### config.mk
export PLATFORM = sky130hd
export DESIGN_NAME = pulse_gen_cascade
export DESIGN_NICKNAME = d
export VERILOG_FILES = /design/src/rtl/pulse_gen_cascade.sv
export SDC_FILE = /design/constraint.sdc
export NUM_CORES = 1
export LEC_CHECK = 0
export BUFFER_PORTS_ARGS = -buffer_cell sky130_fd_sc_hd__clkbuf_2
export CAP_MARGIN = 20
export CORE_ASPECT_RATIO = 0.9
export CORE_MARGIN = 2
export CORE_UTILIZATION = 45
export CTS_CLUSTER_DIAMETER = 200
export CTS_CLUSTER_SIZE = 10
export DETAILED_ROUTE_END_ITERATION = 6
export GPL_ROUTABILITY_DRIVEN = 0
export PLACE_DENSITY = 0.75
export SYNTH_ARGS = -nofsm -noshare
export SYNTH_HDL_FRONTEND = slang
export SYNTH_SLANG_ARGS = --single-unit
### constraint.sdc
create_clock -name clk5 -period 2.2 [get_ports clk5]
set_input_delay 0.11 -clock clk5 [delete_from_list [all_inputs] [get_ports clk5]]
set_output_delay 0.11 -clock clk5 [all_outputs]
set_load 0.1 [all_outputs]
### src/rtl/pulse_gen_cascade.sv
// pulse_gen_cascade: multi-rate pulse generator for the stopwatch timebase.
//
// A prescaler divides clk5 by DIV to form the base tick. STAGES-1 cascaded
// modulo-STAGE_DIV counters then derive successively slower ticks. Each tick
// is registered into a one-cycle pulse. Each cascaded counter value is also
// exported for display logic.
//
// Ports:
//   clk5    in   system clock, rising edge
//   reset   in   synchronous active-low reset
//   en      in   run (1) / pause (0)
//   clr     in   synchronous clear of counters and outputs
//   pulse   out  [STAGES-1:0] one-cycle ticks, pulse[0] fastest
//   digits  out  [(STAGES-1)*STAGE_W-1:0] stage k counter at (k-1)*STAGE_W
//   sq      out  [STAGES-1:0] square waves toggling on each tick
//                (present only when PULSE_GEN_SQUARE_EN is defined)
//
// Optional feature macro: PULSE_GEN_SQUARE_EN

module pulse_gen_cascade #(
    parameter int unsigned DIV       = 500000,
    parameter int unsigned CNT_W     = 19,
    parameter int unsigned STAGES    = 3,
    parameter int unsigned STAGE_DIV = 10,
    parameter int unsigned STAGE_W   = 4
) (
    input  logic                          clk5,
    input  logic                          reset,
    input  logic                          en,
    input  logic                          clr,
    output logic [STAGES-1:0]             pulse,
    output logic [(STAGES-1)*STAGE_W-1:0] digits
`ifdef PULSE_GEN_SQUARE_EN
    ,
    output logic [STAGES-1:0]             sq
`endif
);

    logic [CNT_W-1:0]                   cnt_q, cnt_d;
    // Entry i holds the counter of cascaded stage i+1.
    logic [STAGES-2:0][STAGE_W-1:0]     stg_q, stg_d;
    logic [STAGES-1:0]                  tick;
    logic [STAGES-1:0]                  pulse_q;

    // Terminal-count chain: all ticks of one edge settle in the same cycle.
    // As a result, coincident wraps give coincident pulses.
    always_comb begin
        tick  = '0;
        cnt_d = cnt_q;
        stg_d = stg_q;
        if (en) begin
            if (cnt_q == CNT_W'(DIV - 1)) begin
                cnt_d   = '0;
                tick[0] = 1'b1;
            end else begin
                cnt_d = cnt_q + 1'b1;
            end
            for (int i = 0; i < int'(STAGES) - 1; i++) begin
                if (tick[i]) begin
                    if (stg_q[i] == STAGE_W'(STAGE_DIV - 1)) begin
                        stg_d[i]  = '0;
                        tick[i+1] = 1'b1;
                    end else begin
                        stg_d[i] = stg_q[i] + 1'b1;
                    end
                end
            end
        end
    end

    // tick is all-zero while paused, so pulse drops the edge after en falls.
    always_ff @(posedge clk5) begin
        if (!reset || clr) begin
            cnt_q   <= '0;
            stg_q   <= '0;
            pulse_q <= '0;
        end else begin
            cnt_q   <= cnt_d;
            stg_q   <= stg_d;
            pulse_q <= tick;
        end
    end

    assign pulse  = pulse_q;
    assign digits = stg_q;

`ifdef PULSE_GEN_SQUARE_EN
    logic [STAGES-1:0] sq_q;

    always_ff @(posedge clk5) begin
        if (!reset || clr) begin
            sq_q <= '0;
        end else begin
            sq_q <= sq_q ^ tick;
        end
    end

    assign sq = sq_q;
`endif

endmodule

==> Yosys cells after proc, flatten, opt, wreduce, memory -nomap -nowiden <==
Index checks and enable logic that the tools add are counted.
{ "totals": {"reg_bits": 30, "inputBits": 4} }
{ "op_classes": {"n_addsub": 3, "eq_ne": 3, "mux": 9, "bitwise": 2, "n_reduce_logical": 6} }
{ "op_table": {"columns": ["cell", "count"], "rows": [
  ["adder 19 x 1 -> 19 bit, second input constant", 1],
  ["equality test 19 bit, second input constant", 1],
  ["two-way mux 19 bit", 1],
  ["adder 4 x 1 -> 4 bit, second input constant", 2],
  ["equality test 4 bit, second input constant", 2],
  ["two-way mux 4 bit", 2],
  ["two-way mux 1 bit", 6],
  ["AND reduction 2 bit", 2],
  ["OR reduction 3 bit", 1],
  ["inverter 1 bit", 2],
  ["OR reduction 2 bit", 1],
  ["zero test 1 bit", 1],
  ["logical OR 1 bit", 1]
]} }

==> Logic depth before layout (Yosys ltp) <==
{ "logic_depth": {"word_depth": 7, "mapped_depth": 7, "ltp_nobuf": 5} }

==> Worst setup path after synthesis <==
OpenSTA, ideal clock, no wires.
{ "synth_path": {"path_kind": "register -> register", "startpoint": "register stg_q (netlist bit digits[0])", "endpoint": "register stg_q (netlist bit digits[5])", "setup_time_ps": 71, "arrival_ps": 2130, "required_time_ps": 2129, "slack_ps": 0, "stages_incl_launch_ff": 5, "path_buffers": 0, "synth_period_minus_slack_ps": 2200, "cell_sequence": "dfxtp_1 and4bb_2 nand4_2 or4_1 a21oi_1"} }
{ "synth_between": {"elab_chain_len": 5} }
{ "synth_rtl": {"columns": ["item", "line", "source"], "rows": [
  ["start: declaration", "41", "logic [STAGES-2:0][STAGE_W-1:0] stg_q, stg_d;"],
  ["start signal: assignment", "79", "stg_q <= stg_d;"],
  ["equality test 4 bit", "60", "if (stg_q[i] == STAGE_W'(STAGE_DIV - 1)) begin"],
  ["two-way mux 1 bit", "60", null],
  ["two-way mux 1 bit", "59", "if (tick[i]) begin"],
  ["two-way mux 1 bit", "51", "if (en) begin"],
  ["AND reduction 2 bit (no line)", null, null]
]} }
Every way passes these cells. The select of a mux whose other input is x is not followed.
A chain may end at the register's enable or synchronous reset.

==> Worst setup path after layout <==
{ "layout_path": {"startpoint": "register cnt_q[9]", "endpoint": "register stg_q (netlist bit digits[5])"} }
{ "layout_between": {"elab_chain_len": 6} }
{ "layout_rtl": {"columns": ["item", "line", "source"], "rows": [
  ["start: declaration", "39", "logic [CNT_W-1:0] cnt_q, cnt_d;"],
  ["start signal: assignment", "78", "cnt_q <= cnt_d;"],
  ["equality test 19 bit", "52", "if (cnt_q == CNT_W'(DIV - 1)) begin"],
  ["two-way mux 1 bit", "52", null],
  ["two-way mux 1 bit", "51", null],
  ["two-way mux 1 bit", "59", null],
  ["two-way mux 1 bit", "51", null],
  ["AND reduction 2 bit (no line)", null, null]
]} }
Every way passes these cells. The select of a mux whose other input is x is not followed.

==> flow_summary_export.csv <==
group,metric,value,unit
outcome,status,"finished clean",
clocking,cts_resized,0,
worst_setup_path,worst-path-max-fanout,16,
worst_setup_path,end_kind,"register",
sta,layout_setup_ws,286,ps
clocking,numCtsBuffers,5,
worst_setup_path,cp-start-kind,"register",
sta,finalSetupTns,0,ps
sta,fin_crit,1910,ps
worst_setup_path,arrival,2180,ps
route,drcViolationCount,0,
floorplanning,die-area,3680,µm²
synthesis,ys_dominant_reg_cell,"dfxtp_1",
worst_setup_path,crit_chain,"nor4b_4, nand4_2, or4_1, a21oi_1",
route,vias,1252,
floorplanning,core,3070,µm²
sta,worstMarginPinSlew,543,ps
synthesis,synthCells,161,
place,dp_hpwl,2.11,mm
pwr,p_per_area,557,nW/µm²
finish,final_common_cell,"dfxtp_1",
synthesis,syn_area_per_cell,8.97,µm²
hold_path,hold_start,"clr",
finish,area_delta_synth_final,11.2,%
global_route,grt_pass1_vias,1110,
synthesis,synth_fp_nets,166,
synthesis,synth-edff-count,0,
clocking,clockBufferDepth,2,
route,firstDrtPassIters,4,
floorplanning,die_h,57.7,µm
clocking,cts_tree,"done",
floorplanning,start_util,0.471,
sta,drv_slew,0,
route,viasPerCell,5.72,
floorplanning,die_w,63.7,µm
clocking,htree_levels,2,
worst_setup_path,cp.required,2470,ps
route,post_drt_wl_per_cell,13.5,µm
route,ant_nets,0,
finish,most-common-layout-cells,"29 x dfxtp_1, 16 x nor2_1, 14 x clkbuf_2",
worst_setup_path,criticalPathCategory,"register to register",
global_route,grt_max_degree,20,
global_route,grt_pass1_wl,4.95,mm
synthesis,syn_area,1440,µm²
floorplanning,num_io_pins,15,
sta,relSlewSlack,0.639,
finish,drive_gt1_frac,0.181,
clocking,cts.sinks,30,
sta,rsz0062_at_grt,"false",
synthesis,synth.distinct_cells,37,
worst_setup_path,crit_buf_inv,0,
global_route,grt_use_total,0.174,
place,numPortBuffers,14,
finish,fin_nets,183,
place,dpl-instance-area,1550,µm²
route,drtIter0Drc,92,
synthesis,yosysWarnings,0,
sta,timing.final.crit_share,0.870,
worst_setup_path,critPathMaxStageDelay,600,ps
hold_path,hold_path.class,"primary input to register",
sta,setup_viol,0,
pwr,cellLeakagePower,0.549,nW
clocking,hold_buffers,0,
floorplanning,rows,19,
finish,final_area,1610,µm²
synthesis,ys_seq_area_frac,0.416,
worst_setup_path,cp-startpoint,"cnt_q[9]",
clocking,insertion_delay,340,ps
global_route,antenna_found_initial,0,
worst_setup_path,cp_top_family,"simple AND/OR/NAND/NOR gates",
global_route,grt_overflow,0,
place,place_ws,278,ps
sta,hold_viol,0,
clocking,cts_root_buf,"clkbuf_4",
synthesis,synthArstFlopShare,0,
pwr,peakVddDrop,336,µV
clocking,clkTransAtPathRegs,90,ps
worst_setup_path,r2r-start,"cnt_q[9]",
clocking,post_cts_buffers,0,
worst_setup_path,cpMaxStageDelayCell,"or4_1",
sta,fin_worst_skew,6.31,ps
synthesis,synth_seq_cells,30,
route,wl,2.95,mm
sta,max_freq,522,MHz
finish,insertedDiodeCount,0,
run,drv_cap,0,
## per-layer routing
| metal | wire [µm] | vias to the layer above | track usage |
|---|---|---|---|
| met3 | 123 | 8 | 0.0583 |
| met4 | 59 | 0 | 0.0839 |
| met5 | 0 | - | 0 |
| met1 | 1380 | 595 | 0.211 |
| met2 | 1380 | 21 | 0.280 |
| li1 | - | 628 | - |
## through the flow
step | util | instances | hold slack, ps | power, mW
global placement | 0.507 | 213 | 443 | 0.577
CTS | 0.523 | 219 | 93.7 | 0.898
global route | 0.523 | 219 | 132 | 0.926
finish | 0.523 | 219 | 89.8 | 0.894
detailed placement | 0.507 | 213 | 458 | 0.579
floorplan | - | 161 | 258 | 0.570
## tightest hold or removal path: stages
cell and delay [ps]:
clkbuf_2 80, nor2b_1 70, nand2b_1 80, o41ai_1 50
## Yosys cell counts (2+ instances only)
library cell	count	area [µm²]
o31ai_1	3	22.5
buf_4	2	15.0
xor2_1	7	61.3
nand2_1	6	22.5
and3_1	4	25.0
dfxtp_1	30	601
or4_1	4	30.0
nor3_1	3	15.0
nor2b_1	4	25.0
inv_1	2	7.51
or3_1	7	43.8
buf_2	2	10.0
a21oi_1	11	55.1
nand4_2	2	25.0
nor2_1	16	60.1
and4bb_2	2	25.0
xnor2_1	6	52.6
o21ai_0	9	45.0
clkbuf_1	2	7.51
nand2b_1	2	12.5
nand3_1	7	35.0
nand4_1	8	50.1
a31oi_1	2	12.5
o311ai_0	2	17.5
and2_1	2	12.5
and4_1	5	43.8
## registers in the layout, indices dropped and copies added, names as in the netlist
register  count
pulse         3
digits        8
cnt_q        19
## final timing paths
path / slack, ps / cells after the start / to
worst max register to register: 290 / 4 / digits[5]
worst min register to register: 490 / 2 / cnt_q[16]
worst min-delay path: 90 / 4 / digits[2]
worst max-delay path: 290 / 4 / digits[5]
## kinds of logic (layout without fill, tap and decap cells)
family	after synthesis	count (layout)	synth area share
AOI/OAI and AO/OA	29	29	0.118
adders and majority gates	1	1	0.00866
DFF	30	30	0.416
buffers and inverters	9	25	0.0303
xor gates and xnor gates	13	13	0.0789
and+or+nand+nor	78	78	0.341
muxes	1	1	0.00693
## where the power goes
group          leakage, nW  switching, mW  total (mW)  internal, mW
registers            0.242        0.00110       0.545         0.544
logic                0.277         0.0135      0.0208       0.00739
clock network       0.0302          0.185       0.329         0.144
total                0.549          0.200       0.894         0.695
## cell type report
| cell class | count | area (µm²) |
|---|---|---|
| Multi-Input combinational cell | 122 | 800 |
| Tap cell | 42 | 52.6 |
| Clock buffer | 6 | 51.3 |
| Timing Repair Buffer | 17 | 92.6 |
| Sequential cell | 30 | 602 |
| Fill cell | 300 | 1460 |
| Inverter | 2 | 7.51 |
(Power assumes the default switching activity.)
